`src/rtl/fetch_prefetch_unit.sv`:
```
// fetch_prefetch_unit
// Instruction-fetch front end for the 5-stage RV64 pipeline. It keeps the
// fetch PC and issues word requests to instruction memory over a valid/ready
// handshake. In-order responses fill a small prefetch queue, and the queue
// head is presented to decode. Decode can stall the output, and a taken
// branch or jump redirect from execute flushes the queue.
//
// Ports
//   clk, rst_n        clock (posedge) and asynchronous active-low reset
//   imem_req_valid    request to instruction memory
//   imem_req_ready    memory accepts the request this cycle
//   imem_req_addr     word-aligned request address (current fetch PC)
//   imem_rsp_valid    in-order response strobe
//   imem_rsp_data     instruction word of the response
//   stall             decode load-use stall; hold the presented instruction
//   br_redirect       taken branch/jump; flush and refetch from br_target
//   br_target         redirect target (bits [1:0] ignored)
//   if_valid          if_pc/if_instr carry a real instruction
//   if_pc, if_instr   presented instruction (0 / NOP_INSTR when not valid)
module fetch_prefetch_unit #(
   parameter logic [63:0] RESET_PC  = 64'd0,
   parameter int          DEPTH     = 4,
   parameter logic [31:0] NOP_INSTR = 32'h00000013
) (
   input  logic        clk,
   input  logic        rst_n,
   output logic        imem_req_valid,
   input  logic        imem_req_ready,
   output logic [63:0] imem_req_addr,
   input  logic        imem_rsp_valid,
   input  logic [31:0] imem_rsp_data,
   input  logic        stall,
   input  logic        br_redirect,
   input  logic [63:0] br_target,
   output logic        if_valid,
   output logic [63:0] if_pc,
   output logic [31:0] if_instr
);

   localparam int AW = $clog2(DEPTH);
   localparam int CW = AW + 1;

   logic [63:0]   fetch_pc;
   logic [63:0]   q_pc    [DEPTH];
   logic [31:0]   q_instr [DEPTH];
   logic [AW-1:0] head;         // oldest allocated slot
   logic [AW-1:0] tail;         // next slot to allocate
   logic [AW-1:0] fptr;         // next slot a response fills
   logic [CW-1:0] occ;          // allocated slots, filled or not
   logic [CW-1:0] unf;          // allocated but not yet filled
   logic [CW-1:0] discard_cnt;  // stale responses still to be dropped

   logic          req_fire;
   logic          rsp_fill;
   logic          rsp_drop;
   logic          head_vld;
   logic          pop;
   logic [63:0]   redirect_pc;

   // Clamp a widened count back into the discard counter range.
   function automatic logic [CW-1:0] sat_cnt(input logic [CW:0] v);
      return v[CW] ? {CW{1'b1}} : v[CW-1:0];
   endfunction

   // Stale responses after a flush: everything still unfilled plus whatever
   // was already pending, less a response consumed in the flush cycle itself.
   function automatic logic [CW-1:0] next_discard(input logic [CW-1:0] pend,
                                                  input logic [CW-1:0] unfilled,
                                                  input logic          rsp);
      logic [CW:0] sum;
      sum = {1'b0, pend} + {1'b0, unfilled};
      if (rsp && (sum != '0)) sum = sum - (CW+1)'(1);
      return sat_cnt(sum);
   endfunction

   assign redirect_pc    = br_target & ~64'd3;

   // Gating with rst_n keeps the request quiet during reset while allowing
   // the first request in the very first clock after release.
   assign imem_req_valid = rst_n && !br_redirect && (occ < CW'(DEPTH));
   assign imem_req_addr  = fetch_pc;
   assign req_fire       = imem_req_valid && imem_req_ready;

   // Responses in a redirect cycle or while discards are pending never fill.
   assign rsp_fill = imem_rsp_valid && !br_redirect && (discard_cnt == '0) && (unf != '0);
   assign rsp_drop = imem_rsp_valid && !br_redirect && (discard_cnt != '0);

   // Slots fill in allocation order, so the head is filled whenever any
   // allocated slot is filled.
   assign head_vld = (occ != unf);
   assign pop      = head_vld && !stall && !br_redirect;

   assign if_valid = head_vld;
   assign if_pc    = head_vld ? q_pc[head]    : 64'd0;
   assign if_instr = head_vld ? q_instr[head] : NOP_INSTR;

   // ---- control state: fetch PC, queue pointers/counters, discard count ----
   always_ff @(posedge clk or negedge rst_n) begin
      if (!rst_n) begin
         fetch_pc    <= RESET_PC;
         head        <= '0;
         tail        <= '0;
         fptr        <= '0;
         occ         <= '0;
         unf         <= '0;
         discard_cnt <= '0;
      end else if (br_redirect) begin
         fetch_pc    <= redirect_pc;
         head        <= '0;
         tail        <= '0;
         fptr        <= '0;
         occ         <= '0;
         unf         <= '0;
         discard_cnt <= next_discard(discard_cnt, unf, imem_rsp_valid);
      end else begin
         if (req_fire) begin
            fetch_pc <= fetch_pc + 64'd4;
            tail     <= tail + AW'(1);
         end
         if (rsp_fill) fptr <= fptr + AW'(1);
         if (pop)      head <= head + AW'(1);
         occ <= occ + CW'(req_fire) - CW'(pop);
         unf <= unf + CW'(req_fire) - CW'(rsp_fill);
         if (rsp_drop) discard_cnt <= discard_cnt - CW'(1);
      end
   end

   // ---- queue payload: written on allocate (pc) and on fill (instr) ----
   always_ff @(posedge clk) begin
      if (req_fire) q_pc[tail]    <= fetch_pc;
      if (rsp_fill) q_instr[fptr] <= imem_rsp_data;
   end

endmodule

```
`config.mk`:
```
export PLATFORM = sky130hd
export DESIGN_NAME = fetch_prefetch_unit
export DESIGN_NICKNAME = d
export VERILOG_FILES = /design/src/rtl/fetch_prefetch_unit.sv
export SDC_FILE = /design/constraint.sdc
export NUM_CORES = 1
export LEC_CHECK = 0
export ABC_CLOCK_PERIOD_IN_PS = 5300
export BUFFER_PORTS_ARGS = -buffer_cell sky130_fd_sc_hd__buf_4
export CAP_MARGIN = 20
export CORE_MARGIN = 1
export CORE_UTILIZATION = 35
export DETAILED_ROUTE_END_ITERATION = 10
export GPL_ROUTABILITY_DRIVEN = 0
export PLACE_DENSITY_LB_ADDON = 0.12
export SLEW_MARGIN = 20
export SYNTH_ARGS = -nofsm -noshare
export SYNTH_HDL_FRONTEND = slang
export SYNTH_SLANG_ARGS = --single-unit
```
`constraint.sdc`:
```
create_clock -name clk -period 5.3 [get_ports clk]
set_input_delay 0.265 -clock clk [delete_from_list [all_inputs] [get_ports clk]]
set_output_delay 0.265 -clock clk [all_outputs]
set_load 0.01 [all_outputs]
```
# After elaboration in Yosys (flattened, before gate mapping)
# Memories as Yosys holds them, arrays and structs flattened.
# Cells that the tools add are included.
# Widths: inputs -> output; s select.
[op_classes]
n_lt_le_gt_ge = 1
n_eq_ne = 1
mux = 21
add_sub_neg = 11
n_reduce_logical = 20
[op_table]
columns = ["operator", "count"]
rows = [
  ["$mux 64", 3],
  ["$add 64x3->64 const B", 1],
  ["$mux 32", 1],
  ["$mux 3", 5],
  ["$mux 2", 6],
  ["$logic_and 1x1->1", 10],
  ["$mux 4", 2],
  ["$reduce_bool 2->1", 4],
  ["$add 2x1->2 const B", 3],
  ["$add 3x1->3", 2],
  ["$reduce_bool 3->1", 2],
  ["$sub 3x1->3", 2],
  ["$add 3x3->4", 1],
  ["$mux 1", 4],
  ["$reduce_bool 4->1", 1],
  ["$sub 4x1->4 const B", 1],
  ["$logic_not 3->1", 1],
  ["$lt 3x3->1 const B", 1],
  ["$ne 3x3->1", 1],
  ["$sub 3x1->3 const B", 1],
  ["$logic_not 1->1", 2],
]
[totals]
wordCells = 63
memories = 2
in_bits = 102
ramBits = 384
register_bits = 79
output_inout_bits = 162
[mem_list]
columns = ["name", "words", "word_bits", "rd", "rd_clocked_by_memory_dff", "write_ports", "line", "rtl"]
rows = [
  ["q_pc", 4, 64, 1, 0, 1, "44", "logic [63:0] q_pc [DEPTH];"],
  ["q_instr", 4, 32, 1, 0, 1, "45", "logic [31:0] q_instr [DEPTH];"],
]

# Logic depth before layout (Yosys ltp)
# Gate-level depths: netlist (run 1).
[logic_depth]
ltp_word = 7
depth_mapped = 11

# Worst setup path after synthesis (run 1)
# Ideal clock, no wire load.
[synth_timing]
path_type = "register -> register"
startpoint = "register occ[2]"
endpoint = "memory q_pc[0][10] (enable)"
path_buffers = 0
arrival_time_ns = 2.561
setup_slack_ns = 2.313
path_stages_with_launch = 3
period_less_slack_ns = 2.987
path_cell_list = "dfrtp_1 nor4bb_1 and2_1"
[synth_via]
elab_chain_cells = 5
[synth_rtl]
columns = ["item", "line", "rtl"]
rows = [
  ["from (decl)", "49", "logic [CW-1:0] occ;"],
  ["from (signal assigned)", "122", "occ <= occ + CW'(req_fire) - CW'(pop);"],
  ["$lt 3x3->1", "80", "assign imem_req_valid = rst_n && !br_redirect && (occ < CW'(DEPTH));"],
  ["$logic_and 1x1->1", "80", ""],
  ["$logic_and 1x1->1", "82", "assign req_fire = imem_req_valid && imem_req_ready;"],
  ["$mux 1", "130", "if (req_fire) q_pc[tail] <= fetch_pc;"],
  ["$mux 1 (not written as such)", "130", ""],
  ["to (decl)", "44", ""],
]
# Every way passes these cells.

# Final worst setup path (run 1)
[layout_timing]
startpoint = "register fetch_pc[10] (netlist: imem_req_addr[10])"
endpoint = "register fetch_pc[45] (netlist: imem_req_addr[45])"
[layout_via]
elab_chain_cells = 3
[layout_rtl]
columns = ["item", "line", "rtl"]
rows = [
  ["from (decl)", "43", "logic [63:0] fetch_pc;"],
  ["from (signal assigned)", "108", "fetch_pc <= redirect_pc;"],
  ["from (signal assigned)", "117", "fetch_pc <= fetch_pc + 64'd4;"],
  ["$add 64x3->64", "117", ""],
  ["$mux 64", "116", "if (req_fire) begin"],
  ["$mux 64", "107", "end else if (br_redirect) begin"],
]
# Every way passes these cells. The select of a mux whose other input is x is not followed.
# A chain may end at the register's enable or synchronous reset.

==> metrics, run 1 <==
RSZ-0062 raised after global routing=no; yosys warns=0; Pwr per Cell Area=437.8 nW/um2; Setup violations, final=0; vias in the first global route=12.07k; initial antenna violation count=2; final net count=1691; Worst Hold End=imem_req_addr[62]; Comb power frac=26.1%; slowest CP cell=nor4_1; max cap viols=0; Synth area leaders=edfxtp_1, mux4_2, dfrtp_1; Synth top area share=58.64%; Max rail drop VDD=0.3181 mV; Post CTS Setup Buffer Count=0; Reg power frac=39.9%; average cell area after synthesis=15.95 um2; Arr. time, crit path=3940 ps; Hold Path Depth=4; Netlist cell types=53; final clock skew=22.71 ps; outcome=finished clean; Finished Cell Area=24640 um2; pin count of the biggest net entering global routing=64; # diodes=0; clock-pin slew on the worst setup and hold paths=60 ps; worst path cell trace=nand3_1, nor4_1, nand4_1, or4b_1, nand3_1; Post-synth EDFFs=376; switching part of the total=28.53%; Avg WL per Cell=21.99 um; fmax=291.8 MHz; CP most frequent cell=nand3_1; Vias/cell=5.057; H-tree Lvls=2; placement row count=85; grt ovf=0; Port Buffers=257; Pins Over Slew Limit=0; worst slew pin tran=985.9 ps; fin crit period=3426 ps; total track usage=18.22%; antenna-violating nets left=0; hold_sp=br_target[62]; crit start category=flip-flop; TritonCTS clock tree=yes; die area=55960 um2; Main synth FF type=edfxtp_1; detailed placement HPWL=31180 um; via count=11.64k; Worst Hold Slack=43.70 ps; DIE HEIGHT=236.6 um; post-synth top area cell=edfxtp_1; register area share after synthesis=68.65%; post-route clock period utilization=64.65%; most common cell in the netlist=edfxtp_1; setup_tns=0 ps; HP Class=in2reg; endpoints failing hold=0; Synth Cell Area=19250 um2; DR iter-0 viols=714; post-placement cell area=21970 um2; core footprint=54130 um2; flop2flop setup slack=1870 ps; proportion of layout cells with a drive suffix above 1=28.77%; DRT Wirelength=50620 um; Crit path required time=5810 ps; first-pass GRT wire length=76310 um; Post-synth top cells=edfxtp_1, nor2b_1, mux4_2; Gate Count Post-Synth=1207; Die Wd=236.6 um; FFs w/ async S/R, synth=17.00%; Setup crit end kind=flip-flop; Worst R2R Path Depth=5; I/O pins=264; FF-to-FF Start=imem_req_addr[10]; Pint=7.712 mW; Residual DRC=0; Pleak=8.723 nW; relative slew slack=34.28%; Initial Util=35.57%; clk_lat worst skew=590 ps; power share of the clock group=33.9%; CTS Buf Count=51; clk sinks=453; worst stage delay on the critical path=890 ps; Pre-Repair DR Iteration Count=5; clk buf depth=3; CTS root buf=clkbuf_16; CP max FO=10; Crit Path Category=reg2reg; P&R area growth vs syn=27.99%; NetSw=3.078 mW; FF+latch count, synth=453; Crit Reg-Reg Endpoint=imem_req_addr[45]
[layer usage]
layer,up-vias,global-route usage (%),part of all wire (%)
met3,80,3.159,4.1
met4,4,6.375,2.5
met2,264,29.79,48
li1,5367,-,-
met5,-,0,0.049
met1,5927,24.49,45
[power by group through the flow]
stage | Combinational [mW] | Clock (mW) | Sequential, mW
4_1_cts | 2.90 | 3.76 | 4.33
3_5_place_dp | 2.83 | 0 | 4.40
2_1_floorplan | 1.66 | 0 | 4.21
3_3_place_gp | 2.82 | 0 | 4.39
5_1_grt | 3.06 | 3.88 | 4.36
6_report | 2.82 | 3.66 | 4.31
[worst max path at each step]
stage                      startpoint                end  slack [ps]  cells after the start
floorplan                      occ[2]        q_pc[0][10]        2310                      2
global placement    imem_req_addr[12]  imem_req_addr[45]        1990                      5
detailed placement  imem_req_addr[10]  imem_req_addr[45]        1900                      5
CTS                            unf[1]           if_pc[9]        1740                      6
global route        imem_req_addr[10]  imem_req_addr[45]        1620                      5
finish              imem_req_addr[10]  imem_req_addr[45]        1870                      5
[critical path, delay by kind of cell, from the launching register on]
kind             cells  cell delay, ps
and+or+nand+nor      5            2790
DFF                  1             540
[layout by cell type, fill, tap and decap left out, drive strengths merged, types with 4 or more instances in the layout]
master / Yosys / routed
clkbuf: 48 / 76
edfxtp: 376 / 376
a31oi: 6 / 6
inv: 27 / 28
or3: 13 / 13
or4: 8 / 8
conb: 1 / 4
bufinv: 0 / 8
nor4: 19 / 19
dfrtp: 77 / 77
a21oi: 4 / 4
nor3b: 5 / 5
nand2: 84 / 84
and3: 10 / 10
xnor2: 38 / 38
mux2i: 7 / 7
or2: 7 / 7
o211ai: 7 / 7
ha: 19 / 19
mux4: 94 / 94
o21ai: 43 / 43
nand3: 42 / 42
nand4: 26 / 26
dlygate4sd3: 0 / 95
buf: 18 / 275
and4: 8 / 8
xor2: 10 / 10
clkinv: 0 / 7
nor3: 23 / 23
a22oi: 9 / 9
nor2: 32 / 32
and2: 8 / 8
nor2b: 108 / 108
[per-stage QoR]
stage	setup WS (ps)	power [mW]	cells	utilization [%]
3_3_place_gp	1985	7.205	2115	40.58
4_1_cts	1741	10.98	2302	45.51
2_1_floorplan	2313	5.867	1210	-
5_1_grt	1618	11.29	2302	45.53
3_5_place_dp	1903	7.227	2115	40.58
6_report	1874	10.79	2302	45.53
[state kept, by name, indices dropped and copies added, names as in the netlist, 3 cells and up]
name	cells
discard_cnt	3
imem_req_addr	62
occ	3
q_instr	128
q_pc	248
unf	3
[repair_timing]
action | CTS | global route
gates resized for setup | 0 | 0
hold buffers | 95 | 0
endpoints found under the hold margin | 205 | 0
[cells by family (layout without fill, tap and decap cells)]
logic type	after synthesis	after routing	synth area share (%)
adders and majority gates	22	22	1.547
AOI/OAI and AO/OA	86	86	2.794
and+or+nand+nor	400	400	11.33
xor gates and xnor gates	48	48	2.183
muxes	104	104	11.53
DFF	453	453	68.65
buffers and inverters	93	489	1.943
other	1	4	0.01948
[layout make-up]
class / count / area [um2]
flip-flops and latches: 453 / 13230
clock buffers: 76 / 1440
inverters: 27 / 101.3
clock inverters: 16 / 279.0
multi-input cells: 664 / 5700
well taps: 696 / 870.8
repair buffers: 370 / 3028
fillers: 4832 / 29490
Note: power is estimated with default switching activity, not from simulation.
==> run 2: changes to the inputs <==
- ABC_CLOCK_PERIOD_IN_PS: 5300 -> 3400
- clock period: 5.3 -> 3.4 ns (I/O delays scaled with it)
==> metrics, run 2 (synthesized netlist as in run 1, its figures left out) <==
outcome=finished clean; endpoints failing hold=0 (unchanged); crit path launch=unf[0]; fmax=341.4 MHz (+17%); clock-pin slew on the worst setup and hold paths=60 ps (about the same); total track usage=18.25% (+0.030 points); clk sinks=453 (unchanged); fin crit period=2929 ps (-497.0 ps); RSZ-0062 raised after global routing=no; flop2flop setup slack=470 ps (-1400 ps); detailed placement HPWL=32280 um (+3.5%); M3 GR Usage=3.148% (-0.012 points); TritonCTS clock tree=yes; DRT Wirelength=50680 um (+0.11%); die area=55960 um2 (unchanged); initial antenna violation count=4 (+2); clk_lat worst skew=590 ps (about the same); Post-CTS Resized=0 (unchanged); GR peak layer=met2; DR iter-0 viols=704 (-1.4%); Top reg by flops=q_pc; NetSw=4.775 mW (+55%); hold buffer count at cts=102 (+7.4%); CTS root buf=clkbuf_16; most common cell after layout, fill and taps aside=edfxtp_1; crit start category=flip-flop; Crit Reg-Reg Endpoint=discard_cnt[1]; via count=11.81k (+1.4%); antenna-violating nets left=0 (unchanged); final clock skew=17.60 ps (-5.111 ps); Residual DRC=0 (unchanged); grt ovf=0 (unchanged); Crit path required time=3890 ps (-1920 ps); worst path cell trace=ha_1, fa_1, inv_1, ha_1, inv_1, o311ai_0, mux2i_1, o31ai_1; Vias/cell=5.080 (+0.44%); Largest register FFs=248 (unchanged); pin count of the biggest net entering global routing=98 (+53%); Max rail drop VDD=0.4627 mV (+45%); Port Buffers=257 (unchanged); area of the multi-input gates=5694 um2 (-0.11%); FF-to-FF Start=unf[0]; kind of cell adding the most delay to the critical path=adder cells; GR Layer Usage met1=24.12% (-0.37 points); P&R area growth vs syn=29.12%; Core Util, Final=45.93% (+0.40 points); relative slew slack=43.05% (+8.8 points); CTS Buf Count=51 (unchanged); Initial Util=35.57% (unchanged); HP Class=in2async; Pre-Repair DR Iteration Count=7 (+2); Setup crit end kind=flip-flop; Finished Cell Area=24860 um2 (+0.88%); worst path buffer plus inverter count=2 (+2); Pwr per Cell Area=662.1 nW/um2 (+51%); Pleak=8.813 nW (+1.0%); worst stage delay on the critical path=740 ps (-150 ps); DIE HEIGHT=236.6 um (unchanged); Pint=11.69 mW (+52%); post-placement cell area=22230 um2 (+1.2%); Die Wd=236.6 um (unchanged); max cap viols=0 (unchanged); setup_tns=0 ps (unchanged); Final WS setup=470.6 ps (-1403 ps); FF+latch area=13230 um2 (unchanged); I/O pins=264 (unchanged); power share of the clock group=32.2% (-1.7 points); slowest CP cell=o311ai_0; Crit Path Category=reg2reg; placement row count=85 (unchanged); first-pass GRT wire length=76670 um (+0.46%); M2 GR Usage=30.65% (+0.86 points); post-route clock period utilization=86.16% (+22 points); Reg power frac=40.2% (+0.3 points); core footprint=54130 um2 (unchanged); final net count=1713 (+1.3%); CP max FO=7 (-3); proportion of layout cells with a drive suffix above 1=29.32% (+0.55 points); clk buf depth=3 (unchanged); Worst R2R Path Depth=8 (+3); Pins Over Slew Limit=0 (unchanged); Post CTS Setup Buffer Count=0 (unchanged); Setup violations, final=0 (unchanged); Avg WL per Cell=21.81 um (-0.84%); Arr. time, crit path=3420 ps (-520 ps); Comb power frac=27.6% (+1.5 points); most frequent cells in the layout=edfxtp_1, buf_4, nor2b_1; fillcell total=4841 (+0.19%); switching part of the total=29.01% (+0.48 points); dpl ws=522.8 ps (-1380 ps); vias in the first global route=12.37k (+2.5%); worst slew pin tran=843.6 ps (-142.3 ps); H-tree Lvls=2 (unchanged)
run 2: cell types whose count changed in the layout (fill, tap and decap cells not counted), sizes merged:
cell | before | now
dlygate4sd3 | 95 | 102
buf | 275 | 290
clkinv | 7 | 18
bufinv | 8 | 3
diode | 0 | 1
inv | 28 | 29
clkinvlp | 0 | 1
clkbuf | 76 | 67
run 2: layer usage:
layer	vias up	share of wire, %
met5	-	0.053
met4	4	2.4
met3	81	4.1
met2	264	49
met1	6048	44
li1	5408	-
run 2: worst max-delay path by stage:
stage / endpoint / slack (ps) / cells past startpoint
floorplan: q_pc[0][10] / 410 / 2
global placement: discard_cnt[1] / 570 / 8
detailed placement: discard_cnt[1] / 520 / 8
CTS: if_pc[4] / 470 / 4
global route: discard_cnt[1] / 250 / 8
finish: discard_cnt[1] / 470 / 8
run 2: worst register-to-register path: cells and delay by family (launching register included):
kind | cells | cell delay (ps)
mux | 1 | 170
compound gates | 2 | 980
buf+inv | 2 | 170
flops | 1 | 430
fa+ha+maj | 3 | 1080
run 2: per-stage QoR:
stage                     power [mW]  hold WS, ps  cells
after floorplan                9.146       -125.6   1210
after global placement         11.26        133.2   2130
after detailed placement       11.29        128.0   2130
after CTS                      16.74        96.69   2323
after global routing           17.24        134.7   2324
final                          16.46        125.5   2324
run 2: layout make-up:
cell class	instances	share of cell area (%)
tap	696	3.503
inverter	27	0.4076
clock inverter	24	0.8405
multi-input combinational	664	22.90
sequential	453	53.20
timing repair buffer	392	13.52
antenna	1	0.01007
clock buffer	67	5.622
run 2: power by group through the flow:
| stage | clock network, mW | logic [mW] | registers [mW] |
|---|---|---|---|
| floorplan | 0 | 2.59 | 6.56 |
| global placement | 0 | 4.53 | 6.73 |
| detailed placement | 0 | 4.54 | 6.75 |
| CTS | 5.44 | 4.66 | 6.64 |
| global route | 5.65 | 4.92 | 6.67 |
| finish | 5.30 | 4.54 | 6.62 |
